### src/rtl/countdown_arbiter.sv
// Two-requester round-robin arbiter sharing one WIDTH-bit down counter.
// Optional: define COUNTDOWN_ARBITER_ABORT_EN to let the owner abort a countdown by dropping its request.
module countdown_arbiter #(
    parameter int WIDTH = 4
) (
    input  logic             clk,
    input  logic             rst,
    input  logic             req0,
    input  logic [WIDTH-1:0] len0,
    input  logic             req1,
    input  logic [WIDTH-1:0] len1,
    output logic             gnt0,
    output logic             gnt1,
    output logic             done0,
    output logic             done1,
    output logic [WIDTH-1:0] count,
    output logic             busy
);

    typedef enum logic [1:0] {IDLE, RUN, DONE} state_t;

    state_t           state_q, state_d;
    logic             owner_q, owner_d;   // 0: requester 0 owns the counter
    logic             ptr_q, ptr_d;       // requester favoured on a tie
    logic [WIDTH-1:0] count_q, count_d;

    logic             win;
    logic [WIDTH-1:0] win_len;
    logic             abort;

    always_comb begin
        state_d = state_q;
        owner_d = owner_q;
        ptr_d   = ptr_q;
        count_d = count_q;
        win     = (req0 && req1) ? ptr_q : req1;
        win_len = win ? len1 : len0;
        abort   = 1'b0;
`ifdef COUNTDOWN_ARBITER_ABORT_EN
        abort   = owner_q ? !req1 : !req0;
`endif
        case (state_q)
            IDLE: begin
                count_d = '0;
                if (req0 || req1) begin
                    owner_d = win;
                    count_d = win_len;
                    state_d = (win_len == '0) ? DONE : RUN;
                end
            end
            RUN: begin
                if (abort) begin
                    state_d = IDLE;
                    count_d = '0;
                    ptr_d   = ~owner_q;
                end else if (count_q <= WIDTH'(1)) begin
                    // Saturate at zero; the last decrement lands in DONE.
                    state_d = DONE;
                    count_d = '0;
                end else begin
                    count_d = count_q - WIDTH'(1);
                end
            end
            DONE: begin
                state_d = IDLE;
                count_d = '0;
                ptr_d   = ~owner_q;
            end
            default: begin
                state_d = IDLE;
                count_d = '0;
            end
        endcase
    end

    always_ff @(posedge clk or posedge rst) begin
        if (rst) begin
            state_q <= IDLE;
            owner_q <= 1'b0;
            ptr_q   <= 1'b0;
            count_q <= '0;
        end else begin
            state_q <= state_d;
            owner_q <= owner_d;
            ptr_q   <= ptr_d;
            count_q <= count_d;
        end
    end

    // Outputs decode only flopped state, so no input reaches them combinationally.
    assign busy  = (state_q != IDLE);
    assign gnt0  = busy && !owner_q;
    assign gnt1  = busy && owner_q;
    assign done0 = (state_q == DONE) && !owner_q;
    assign done1 = (state_q == DONE) && owner_q;
    assign count = count_q;

endmodule

### config.mk
export PLATFORM = sky130hd
export DESIGN_NAME = countdown_arbiter
export DESIGN_NICKNAME = d
export VERILOG_FILES = /design/src/rtl/countdown_arbiter.sv
export SDC_FILE = /design/constraint.sdc
export NUM_CORES = 1
export LEC_CHECK = 0
export BUFFER_PORTS_ARGS = -buffer_cell sky130_fd_sc_hd__buf_4
export CAP_MARGIN = 20
export CELL_PAD_IN_SITES_DETAIL_PLACEMENT = 2
export CELL_PAD_IN_SITES_GLOBAL_PLACEMENT = 2
export CORE_MARGIN = 2
export CORE_UTILIZATION = 25
export CTS_CLUSTER_SIZE = 25
export DETAILED_ROUTE_END_ITERATION = 10
export GPL_TIMING_DRIVEN = 0
export PLACE_DENSITY_LB_ADDON = 0.1
export SKIP_LAST_GASP = 1
export SLEW_MARGIN = 40
export SYNTH_ARGS = -nofsm -noshare
export SYNTH_HDL_FRONTEND = slang
export SYNTH_SLANG_ARGS = --single-unit
### constraint.sdc
create_clock -name clk -period 1.7 [get_ports clk]
set_input_delay 0 -clock clk [delete_from_list [all_inputs] [get_ports clk]]
set_output_delay 0 -clock clk [all_outputs]
set_load 0.005 [all_outputs]
==> results.py <==
metrics = {
    "global_route": {
        "grt_pass1_wl_um": 1990,
        "grt-ovfl-total": 0,
        "grt_pass1_vias": 442,
        "track_usage_pct": 13.2,
        "grt_antenna_before_repair": 0,
        "grt_max_degree": 9,
    },
    "min_path": {
        "hp-class": "primary input to flop",
    },
    "sta": {
        "fin_ws_ns": 0.223,
        "worst_pin_slew_ns": 0.569,
        "relSlewSlack_pct": 61.8,
        "rsz0062_at_grt": "no",
        "fmax_mhz": 677,
        "hold_viol": 0,
        "period_share_pct": 86.9,
        "holdWs_ns": 0.0442,
        "setup_violations": 0,
        "worst_clock_skew_ns": 0.00582,
        "min_period_ns": 1.48,
        "tns_ns": 0,
        "slew_violations": 0,
    },
    "final_layout": {
        "final_common_cell": "buf_4",
        "nets": 89,
        "fin_cells": 98,
        "final_cell_mix": "buf_4 (20), dfrtp_1 (8), nor2_1 (5), mux2i_1 (5)",
        "insertedDiodeCount": 0,
        "final_util_pct": 39.4,
        "syn_to_final_growth_pct": 43.7,
        "final_layout_size_suffix_gt1_share_pct": 38.4,
    },
    "power": {
        "p_per_area_mw_per_mm2": 1550,
        "ir_worst_vdd_uv": 509,
        "p_leak_nw": 0.351,
    },
    "drt": {
        "drc": 0,
        "drtIter0Drc": 0,
        "wire_per_inst_um": 12.5,
        "wl_um": 1220,
        "viasPerCell": 4.58,
        "dr.pass1.iters": 1,
        "ant_nets": 0,
        "routed-via-count": 449,
    },
    "synthesis": {
        "synth_fp_nets": 63,
        "synthesis.area_um2": 489,
        "synth_cell_types": 21,
        "ys_warn_count": 0,
        "seq_area_frac_synth_pct": 40.9,
        "synth.avg_cell_area_um2": 9.98,
        "ys_seq_elements": 8,
        "syn_inst": 49,
    },
    "clock_network": {
        "cts.sinks": 8,
        "clock_latency_ns": 0.26,
        "cts_hold_buf": 1,
        "cts_tree": "yes",
        "post_cts_resized": 0,
        "cts_buffers": 3,
        "cts-htree-levels": 1,
        "clk_pin_slew_ns": 0.05,
        "clockBufferDepth": 2,
        "postCtsSetupBuffers": 0,
        "root_buffer": "clkbuf_4",
    },
    "floorplan": {
        "design.core.area_mm2": 0.00178,
        "start_util_pct": 27.4,
        "die_h_um": 48.2,
        "die_width_um": 48.2,
        "rows": 15,
        "pin_count": 21,
        "die_area_mm2": 0.00233,
    },
    "placed_design": {
        "dp_cells": 94,
        "pre_cts_slack_ns": 0.181,
        "place_hpwl_um": 1060,
        "io_buffers": 20,
        "finalWeightedCongestion": 0.630,
    },
    "critical_path": {
        "cp_max_fo": 5,
        "slowest_stage": "dfrtp_1",
        "path_cells": "inv_1 > ha_1 > o21ai_0 > nand2b_4 > o22ai_1",
        "worstSetupEndpointType": "flop",
        "max_stage_delay_ns": 0.42,
        "required_ns": 1.87,
        "start_kind": "flop",
        "worstPathArrival_ns": 1.65,
        "criticalPathCategory": "flop to flop",
    },
    "run": {
        "drv_cap": 0,
    },
    "outcome": {
        "status": "complete, no violations",
    },
}
[cell usage after synthesis]
cell      n  area, µm²
ha_1      2       25.0
dfrtp_1   8        200
o22ai_1   4       25.0
o22ai_2   1       12.5
inv_2     1       3.75
inv_1     4       15.0
nor4_1    2       12.5
nor3_1    1       5.00
mux2_1    1       11.3
or2b_1    1       7.51
o21ai_1   2       10.0
nand2b_4  1       13.8
mux2_2    1       11.3
xnor2_1   1       8.76
o21ai_0   2       10.0
o21ai_4   1       16.3
nor2_1    5       18.8
mux2i_1   5       50.1
and2_1    1       6.26
nand2_1   2       7.51
nor2b_1   3       18.8
[state kept, by name, indices dropped and copies added, names as in the netlist]
name,count
count,4
owner_q,1
ptr_q,1
state_q,2
[where the power goes]
group	switching, mW	total (mW)	internal [mW]
clock network	0.0683	0.149	0.0810
registers	0.0822	0.358	0.276
logic	0.273	0.584	0.311
[cell families after synthesis]
| group | synth area share, % |
|---|---|
| AO/OA/AOI/OAI | 15.1 |
| XOR/XNOR | 1.79 |
| adder cells (fa/ha/maj) | 5.11 |
| buffers and inverters | 3.83 |
| flip-flops | 40.9 |
| multiplexers | 14.8 |
| AND/OR/NAND/NOR | 18.4 |
[area by class of cell]
cell class                 instances  area (µm²)
timing repair buffer              21         160
clock buffer                       3        22.5
inverter                           5        18.8
multi-input combinational         36         270
sequential                         8         200
tap                               25        31.3
fill                             208        1080
[layer usage]
| metal | vias to the layer above | wire length (µm) | GRT usage, % |
|---|---|---|---|
| met4 | 0 | 31 | 8.11 |
| met2 | 16 | 514 | 18.2 |
| met1 | 211 | 612 | 18.3 |
| met5 | - | 0 | 0 |
| li1 | 219 | - | - |
| met3 | 3 | 65 | 3.33 |
[worst paths after layout]
check / from / endpoint / slack [ns] / cells past startpoint
setup / recovery: count[0] / count[0] / 0.22 / 5
hold / removal: len0[1] / count[1] / 0.04 / 3
setup reg to reg: count[0] / count[0] / 0.22 / 5
hold reg to reg: ptr_q / ptr_q / 0.57 / 2
max in group asynchronous: rst / count[0] / 1.22 / 3
min in group asynchronous: rst / state_q[0] / 0.24 / 3
[critical path: cells and delay by family, from the launching register on]
kind                       cells  cell delay, ns
AOI/OAI and AO/OA              2            0.58
and+or+nand+nor                1            0.10
DFF                            1            0.42
adders and majority gates      1            0.23
buffers and inverters          1            0.06
[per-stage QoR]
step / cell area (µm²) / power [mW]
global route: 703 / 1.20
global placement: 671 / 0.943
finish: 703 / 1.09
floorplan: 489 / 0.703
detailed placement: 671 / 0.957
CTS: 703 / 1.12
Note: power is estimated with default switching activity, not from simulation.
